### src/rtl/be8_pkg.sv
// Shared definitions for the be8 CPU slice: bus widths, arbiter state encoding
// and a small saturating-counter helper.
package be8_pkg;

  localparam int RAM_AW = 4;
  localparam int DW     = 8;

  typedef enum logic [1:0] {
    ARB_IDLE  = 2'd0,
    ARB_GRANT = 2'd1,
    ARB_ACK   = 2'd2
  } arb_state_e;

  // Three-bit increment that sticks at its maximum value.
  function automatic logic [2:0] sat_inc3(input logic [2:0] value);
    logic [2:0] result;
    if (value == 3'd7) begin
      result = value;
    end else begin
      result = value + 3'd1;
    end
    return result;
  endfunction

endpackage

### src/rtl/ram_arbiter_if.sv
// Host-side four-phase access port into the shared program/data RAM.
interface ram_arbiter_if;
  import be8_pkg::*;

  logic              host_req;
  logic              host_we;
  logic [RAM_AW-1:0] host_addr;
  logic [DW-1:0]     host_wdata;
  logic              host_ack;
  logic [DW-1:0]     host_rdata;

  // The host (loader / debugger) drives requests.
  modport master (
    output host_req, host_we, host_addr, host_wdata,
    input  host_ack, host_rdata
  );

  // The arbiter answers them.
  modport slave (
    input  host_req, host_we, host_addr, host_wdata,
    output host_ack, host_rdata
  );

endinterface

### src/rtl/ram_arbiter.sv
// Arbitrates the 16-byte RAM between the CPU microcode path and the host port.
// Owns the MAR, only grants the host at instruction boundaries (T0), freezes the
// CPU through HOLD, and enforces a minimum number of CPU instructions between
// host accesses unless the CPU is halted.
module ram_arbiter
  import be8_pkg::*;
#(
  parameter int MIN_CPU_INSTR = 1
) (
  input  logic              CLK,
  input  logic              RESETn,
  input  logic              T0,
  input  logic              HLT,
  input  logic              MIn,
  input  logic              RI,
  input  logic [DW-1:0]     BUS,
  output logic              HOLD,
  ram_arbiter_if.slave      host,
  output logic [RAM_AW-1:0] ram_addr,
  output logic              ram_we,
  output logic [DW-1:0]     ram_wdata,
  input  logic [DW-1:0]     ram_rdata
);

  localparam logic [2:0] MIN_CNT = 3'(MIN_CPU_INSTR);

  arb_state_e        state_r;
  arb_state_e        next_s;
  logic [RAM_AW-1:0] mar_r;
  logic              req_we_r;
  logic [RAM_AW-1:0] req_addr_r;
  logic [DW-1:0]     req_wdata_r;
  logic [2:0]        fair_cnt_r;
  logic              t0_prev_r;
  logic              hold_r;
  logic              ack_r;
  logic [DW-1:0]     rdata_r;
  logic              fair_ok_s;
  logic              grant_s;
  logic              release_s;
  logic              instr_start_s;

  assign fair_ok_s     = (fair_cnt_r >= MIN_CNT);
  assign instr_start_s = T0 && !t0_prev_r;
  assign grant_s       = (state_r == ARB_IDLE) && (next_s == ARB_GRANT);
  assign release_s     = (state_r == ARB_ACK) && (next_s == ARB_IDLE);

  assign HOLD            = hold_r;
  assign host.host_ack   = ack_r;
  assign host.host_rdata = rdata_r;

  // State register.
  always_ff @(posedge CLK or negedge RESETn) begin
    if (!RESETn) begin
      state_r <= ARB_IDLE;
    end else begin
      state_r <= next_s;
    end
  end

  // Next-state decode and RAM port steering (CPU path unless the host owns GRANT).
  always_comb begin
    next_s    = state_r;
    ram_addr  = mar_r;
    ram_we    = RI;
    ram_wdata = BUS;
    case (state_r)
      ARB_IDLE: begin
        if (host.host_req && T0 && (fair_ok_s || HLT)) begin
          next_s = ARB_GRANT;
        end else begin
          next_s = ARB_IDLE;
        end
      end
      ARB_GRANT: begin
        next_s    = ARB_ACK;
        ram_addr  = req_addr_r;
        ram_we    = req_we_r;
        ram_wdata = req_wdata_r;
      end
      ARB_ACK: begin
        if (!host.host_req) begin
          next_s = ARB_IDLE;
        end else begin
          next_s = ARB_ACK;
        end
      end
      default: begin
        next_s = ARB_IDLE;
      end
    endcase
  end

  // MAR: loaded by the CPU only while it is not frozen (the grant edge still counts as running).
  always_ff @(posedge CLK or negedge RESETn) begin
    if (!RESETn) begin
      mar_r <= 4'h0;
    end else if ((state_r == ARB_IDLE) && !MIn) begin
      mar_r <= BUS[RAM_AW-1:0];
    end
  end

  // Capture the host request at the grant decision so the host may change its lines afterwards.
  always_ff @(posedge CLK or negedge RESETn) begin
    if (!RESETn) begin
      req_we_r    <= 1'b0;
      req_addr_r  <= 4'h0;
      req_wdata_r <= 8'h00;
    end else if (grant_s) begin
      req_we_r    <= host.host_we;
      req_addr_r  <= host.host_addr;
      req_wdata_r <= host.host_wdata;
    end
  end

  // Previous-edge T0, used to detect the start of each CPU instruction.
  always_ff @(posedge CLK or negedge RESETn) begin
    if (!RESETn) begin
      t0_prev_r <= 1'b1;
    end else begin
      t0_prev_r <= T0;
    end
  end

  // Fairness counter: cleared on host release, counts instruction starts, saturates at 7.
  always_ff @(posedge CLK or negedge RESETn) begin
    if (!RESETn) begin
      fair_cnt_r <= 3'd7;
    end else if (release_s) begin
      fair_cnt_r <= 3'd0;
    end else if (instr_start_s) begin
      fair_cnt_r <= sat_inc3(fair_cnt_r);
    end
  end

  // HOLD and acknowledge follow the state the arbiter is entering.
  always_ff @(posedge CLK or negedge RESETn) begin
    if (!RESETn) begin
      hold_r <= 1'b0;
      ack_r  <= 1'b0;
    end else begin
      hold_r <= (next_s != ARB_IDLE);
      ack_r  <= (next_s == ARB_ACK);
    end
  end

  // Read data captured on GRANT exit for reads; held until the next read completes.
  always_ff @(posedge CLK or negedge RESETn) begin
    if (!RESETn) begin
      rdata_r <= 8'h00;
    end else if ((state_r == ARB_GRANT) && !req_we_r) begin
      rdata_r <= ram_rdata;
    end
  end

endmodule

### src/flat_wrapper.sv
// flat-port wrapper written by rule: the top's interface ports become plain ports
module ram_arbiter_flat import be8_pkg::*;
#(
  parameter int MIN_CPU_INSTR = 1
)
  (CLK, RESETn, T0, HLT, MIn, RI, BUS, HOLD, ram_addr, ram_we, ram_wdata, ram_rdata, host_host_req, host_host_we, host_host_addr, host_host_wdata, host_host_ack, host_host_rdata);
  ram_arbiter_if host_i ();
  input  logic CLK;
  input  logic RESETn;
  input  logic T0;
  input  logic HLT;
  input  logic MIn;
  input  logic RI;
  input  logic [DW-1:0] BUS;
  output logic HOLD;
  output logic [RAM_AW-1:0] ram_addr;
  output logic ram_we;
  output logic [DW-1:0] ram_wdata;
  input  logic [DW-1:0] ram_rdata;
  input wire logic [$bits(host_i.host_req)-1:0] host_host_req;
  input wire logic [$bits(host_i.host_we)-1:0] host_host_we;
  input wire logic [$bits(host_i.host_addr)-1:0] host_host_addr;
  input wire logic [$bits(host_i.host_wdata)-1:0] host_host_wdata;
  output wire logic [$bits(host_i.host_ack)-1:0] host_host_ack;
  output wire logic [$bits(host_i.host_rdata)-1:0] host_host_rdata;
  assign host_i.host_req = host_host_req;
  assign host_i.host_we = host_host_we;
  assign host_i.host_addr = host_host_addr;
  assign host_i.host_wdata = host_host_wdata;
  assign host_host_ack = host_i.host_ack;
  assign host_host_rdata = host_i.host_rdata;
  ram_arbiter #(.MIN_CPU_INSTR(MIN_CPU_INSTR)) u_core (.CLK(CLK), .RESETn(RESETn), .T0(T0), .HLT(HLT), .MIn(MIn), .RI(RI), .BUS(BUS), .HOLD(HOLD), .host(host_i), .ram_addr(ram_addr), .ram_we(ram_we), .ram_wdata(ram_wdata), .ram_rdata(ram_rdata));
endmodule
### config.mk
export PLATFORM = sky130hd
export DESIGN_NAME = ram_arbiter_flat
export DESIGN_NICKNAME = d
export VERILOG_FILES = /design/src/rtl/be8_pkg.sv /design/src/rtl/ram_arbiter_if.sv /design/src/rtl/ram_arbiter.sv /design/src/flat_wrapper.sv
export SDC_FILE = /design/constraint.sdc
export NUM_CORES = 1
export LEC_CHECK = 0
export ABC_CLOCK_PERIOD_IN_PS = 2100
export CORE_ASPECT_RATIO = 1.75
export CORE_MARGIN = 4
export CORE_UTILIZATION = 35
export DETAILED_ROUTE_END_ITERATION = 8
export MAX_ROUTING_LAYER = met4
export PLACE_DENSITY_LB_ADDON = 0.1
export SYNTH_ARGS = -nofsm -noshare
export SYNTH_HDL_FRONTEND = slang
export SYNTH_SLANG_ARGS = --single-unit
### constraint.sdc
create_clock -name CLK -period 2.1 [get_ports CLK]
set_clock_uncertainty 0.2 [all_clocks]
set_input_delay 0.42 -clock CLK [delete_from_list [all_inputs] [get_ports CLK]]
set_output_delay 0.42 -clock CLK [all_outputs]
set_load 0.01 [all_outputs]
# == Word-level counts from Yosys, hierarchy flattened ==
# Cells that the tools add are included.
# classes
addsub,1
eq_ne,6
bitwise_logic,0
order_cmp,1
muxes,9
shift,0
n_reduce_logical,16
multipliers,0
n_div,0
# op_table
op,count
two-way mux 3 bit,3
two-way mux 8 bit,1
logical AND 1 bit,7
case mux 2 bit (3 select lines),1
"== test 2 x 1 -> 1 bit, second input constant",2
"== test 2 bit, second input constant",2
zero test 2 bit,2
two-way mux 4 bit,1
nonzero test 2 bit,2
"adder 3 x 1 -> 3 bit, second input constant",1
"== test 3 bit, second input constant",1
">= comparator 3 x 1 -> 1 bit, second input constant",1
zero test 1 bit,3
two-way mux 1 bit,2
two-way mux 2 bit,1
"!= test 2 x 1 -> 1 bit, second input constant",1
AND reduction 2 bit,1
logical OR 1 bit,1
# word_totals
wordCells,43
latchBits,0
memories,0
rom_bits,0
output_inout_bits,23
input_bits,36
regBits,33
mem_bits_rw,0

# == Longest topological paths before layout ==
# logic_depth
ltp_word,9
mapped_depth,7
ltp_nobuf,5

# == Worst setup path before layout ==
# OpenSTA, ideal clock, no wires.
# synth_timing
kind,register to register
from,register u_core.fair_cnt_r[1]
to,register u_core.req_addr_r[0]
setup_time_ps,125
synth_period_minus_slack_ps,1958
path_stages_with_launch,8
arrival_time_ps,1633
setup_slack_ps,142
cell_sequence,dfstp_2 -> inv_1 -> ha_1 -> nor4_1 -> and4bb_1 -> buf_6 -> buf_12 -> mux2_4
# synth_between
elab_chain_cells,7
# synth_rtl
item,line,text
start: declaration,ram_arbiter.sv:33,logic [2:0] fair_cnt_r;
start signal: assignment,ram_arbiter.sv:132,fair_cnt_r <= sat_inc3(fair_cnt_r);
>= comparator 3 x 1 -> 1 bit,ram_arbiter.sv:43,assign fair_ok_s = (fair_cnt_r >= MIN_CNT);
logical OR 1 bit,ram_arbiter.sv:69,if (host.host_req && T0 && (fair_ok_s || HLT)) begin
logical AND 1 bit,ram_arbiter.sv:69,
two-way mux 1 bit,ram_arbiter.sv:69,
case mux 2 bit (3 select lines),ram_arbiter.sv:67,case (state_r)
net u_core.next_s[0],ram_arbiter.sv:28,arb_state_e next_s;
== test 2 x 1 -> 1 bit,ram_arbiter.sv:45,assign grant_s = (state_r == ARB_IDLE) && (next_s == ARB_GRANT);
logical AND 1 bit,ram_arbiter.sv:45,
end signal: assignment,ram_arbiter.sv:111,req_addr_r <= host.host_addr;
end: declaration,ram_arbiter.sv:31,logic [RAM_AW-1:0] req_addr_r;
# The timed path passes the listed nets, and every way through them passes these cells.
# A chain may end at the register's enable or synchronous reset.

# == Worst setup path after layout ==
# layout_timing
from,register u_core.state_r[1]
to,output port ram_addr[0]
# layout_between
elab_chain_cells,2
# layout_rtl
item,line,text
start: declaration,ram_arbiter.sv:27,arb_state_e state_r;
start signal: assignment,ram_arbiter.sv:57,state_r <= next_s;
== test 2 x 1 -> 1 bit,ram_arbiter.sv:67,
two-way mux 4 bit,ram_arbiter.sv:67,
end: declaration,flat_wrapper.sv:16,output logic [RAM_AW-1:0] ram_addr;
# Every way passes these cells.

==> results.cfg <==
[pwr]
internal_power_w = 0.00201
combPwrFrac_pct = 44.5
p_total_w = 0.00282
p_sw_w = 0.000806
clockPowerShare_pct = 16.1
sw_frac_of_total_pct = 28.6
p_per_area_nw_per_um2 = 1170
p_leak_nw = 1.08
peakVddDrop_uv = 608
power.share.sequential_pct = 39.4

[yosys]
synth_edf_count = 0
ys.flop_type = dfrtp_1
avgSynthCellArea_um2 = 15.2
synth_top_area_cell = dfrtp_1
yosys-top-cells-count = mux2_2, dfrtp_1, mux2_4
synth-simple-area-share_pct = 5.53
synthCells = 98
synthesis.area_um2 = 1490
synth_xor_area_share_pct = 0.587
synthArstFlopShare_pct = 100
synth_top_cells_by_area = dfrtp_1, mux2_2, mux2_4
post_synth_fa_ha_maj_area_fraction_pct = 2.51
yosysWarnings = 0
synth_top_family_by_area = multiplexers
yosysSeqAreaShare_pct = 55.7
synth_most_common_cell = mux2_2
yosysTopAreaCellShare_pct = 48.6
syn-num-nets = 137
synth-seq-cells = 33
synth-compound-area-share_pct = 1.01
yosysUniqueCellTypes = 19
synth_mux_area_share_pct = 31.3

[run]
drv_cap = 0

[die]
fp.dieH_um = 94.4
io_pins = 59
initial_utilization_pct = 36.0
placeableCoreArea_um2 = 4150
num_rows = 31
dieArea_um2 = 5410
die_x_um = 57.4

[detailed_routing]
vias = 1057
wire_per_inst_um = 14.8
via_per_inst = 4.64
drtAntennaViolNets = 0
drc = 0
drt_pass1_iterations = 3
drt-total-wl_um = 3370
drtIter0Drc = 11

[cts]
insertion_delay_ns = 0.28
clk_pin_slew_ns = 0.07
ctsHtreeMaxLevel = 2
hold_buffers = 0
tritoncts = built
cts_root_buffer = clkbuf_8
cts_sinks = 33
clockBufferDepth = 2
cts_buffers = 5

[run_status]
failed_checks = negative setup slack
outcome = finished, violations left

[cells_and_area]
post-route-util_pct = 57.9
n_antenna_cell = 0
drive_above_1_share_pct = 48.0
areaGrowthSynthToFinish_pct = 61.0
nNetsFinal = 217
nFillCells = 373
stdcell_area_um2 = 2400

[setup_path]
arrival_ns = 1.51
r2r_start = u_core.fair_cnt_r[1]
worstSetupEndpoint = ram_addr[0]
startpoint = u_core.state_r[1]
critPathRequiredTime_ns = 1.48
crit_fanout = 8
startpoint_type = flip-flop
setup.worst_path.class = reg -> out
ff2ff_setup_slack_ns = 0.10
reg2regPathDepth = 6
crit_path_end_kind = output pin
rr_endpoint = u_core.req_wdata_r[3]

[placed_design]
dpl_worst_slack_ns = -0.104
dpl_cell_area_um2 = 2180
place_congestion = 0.764
place_hpwl_um = 2490
portBuffers = 58

[sta]
finalMaxSlewViolations = 0
tightest_slew_ns = 0.419
whs_ns = 0.306
setup_viol = 8
hold_viol = 0
slew_headroom_pct = 72.1
rsz0062_at_grt = true
post-route-period-util_pct = 102
fmax_mhz = 469
setup_ws_ns = -0.0333
min_period_ns = 2.13

[grt]
grt_max_degree = 34
grt_pass1_vias = 1216
grt_pass1_wl_um = 5380
grt_usage_pct = 13.6
grt.overflow.total = 0
antenna_found_initial = 0

[worst_hold_path]
hold_class = reg -> reg
layer usage:
metal | up-vias | routed length (um) | global-route usage (%)
li1 | 500 | - | -
met1 | 507 | 1190 | 13.9
met2 | 42 | 1890 | 23.8
met3 | 8 | 227 | 3.42
met4 | 0 | 69 | 6.38
met5 | - | 0 | -
through the flow:
| stage | cells | TNS (ns) |
|---|---|---|
| after detailed placement | 211 | -1.96 |
| after CTS | 228 | -0.492 |
| after global routing | 228 | -0.818 |
| after floorplan | 98 | 0 |
| final | 228 | -0.164 |
| after global placement | 211 | -2.39 |
placed cells by master, fill, tap and decap left out:
cell / netlist / final
clkdlybuf4s50_1: 0 / 45
mux2i_1: 1 / 1
nor2b_4: 0 / 2
nor4_2: 0 / 1
xnor2_1: 1 / 1
ha_1: 3 / 3
mux2_2: 30 / 22
buf_2: 3 / 5
buf_6: 1 / 17
mux2_4: 8 / 16
buf_4: 0 / 10
clkbuf_8: 0 / 5
a21o_1: 2 / 2
nor3b_1: 2 / 2
dfstp_2: 4 / 4
nor2b_1: 3 / 1
and4bb_2: 0 / 1
clkinv_2: 0 / 2
dfrtp_1: 29 / 29
nor3_1: 1 / 1
nor2_1: 5 / 5
buf_12: 1 / 1
clkbuf_1: 0 / 1
or2_1: 1 / 1
inv_1: 1 / 1
how the worst min path moves through the flow:
stage / startpoint / endpoint / slack [ns] / cells past startpoint
3_5_place_dp: u_core.req_wdata_r[5] / u_core.req_wdata_r[5] / 0.29 / 1
5_1_grt: u_core.host.host_rdata[3] / u_core.host.host_rdata[3] / 0.32 / 1
4_1_cts: u_core.mar_r[2] / u_core.mar_r[2] / 0.31 / 1
3_3_place_gp: u_core.req_wdata_r[7] / u_core.req_wdata_r[7] / 0.28 / 1
6_report: u_core.mar_r[2] / u_core.mar_r[2] / 0.31 / 1
2_1_floorplan: RESETn / u_core.HOLD / -0.08 / 0
repair_timing:
action	4_1_cts	5_1_grt
pin swaps	1	1
setup buffers	9	0
resized for setup	75	8
setup endpoints to repair	13	27
gates cloned	0	0
layout make-up:
type	instances	area, um^2	area share [%]
multi-input cells	59	663	27.6
well taps	49	61.3	2.55
repair buffers	78	762	31.7
flip-flops and latches	33	831	34.6
clock inverters	2	10.0	0.416
inverters	1	3.75	0.156
clock buffers	6	72.6	3.02
cells by family after synthesis:
family / after synthesis
AO/OA/AOI/OAI: 2
XOR/XNOR: 1
adder cells (fa/ha/maj): 3
buffers and inverters: 6
flip-flops: 33
multiplexers: 39
AND/OR/NAND/NOR: 14
power by group through the flow:
stage	clock network (W)	registers [W]	logic, W
global placement	0	0.00109	0.00114
floorplan	0	0.00112	0.000590
detailed placement	0	0.00111	0.00117
CTS	0.000467	0.00111	0.00126
finish	0.000454	0.00111	0.00126
global route	0.000497	0.00115	0.00136
worst max-delay path, cell delays in order, from the launching register on:
cell     delay, ns
dfrtp_1       0.41
nor2b_4       0.14
buf_6         0.15
buf_6         0.10
mux2_4        0.29
buf_6         0.12
registers in the layout, summed over array words and instances, names as in the netlist:
signal,count
u_core.host.host_ack,1
u_core.req_wdata_r,8
u_core.state_r,2
u_core.req_we_r,1
u_core.mar_r,4
u_core.host.host_rdata,8
u_core.HOLD,1
u_core.fair_cnt_r,3
u_core.req_addr_r,4
u_core.t0_prev_r,1
No activity file was read; power rests on OpenSTA's default activity.
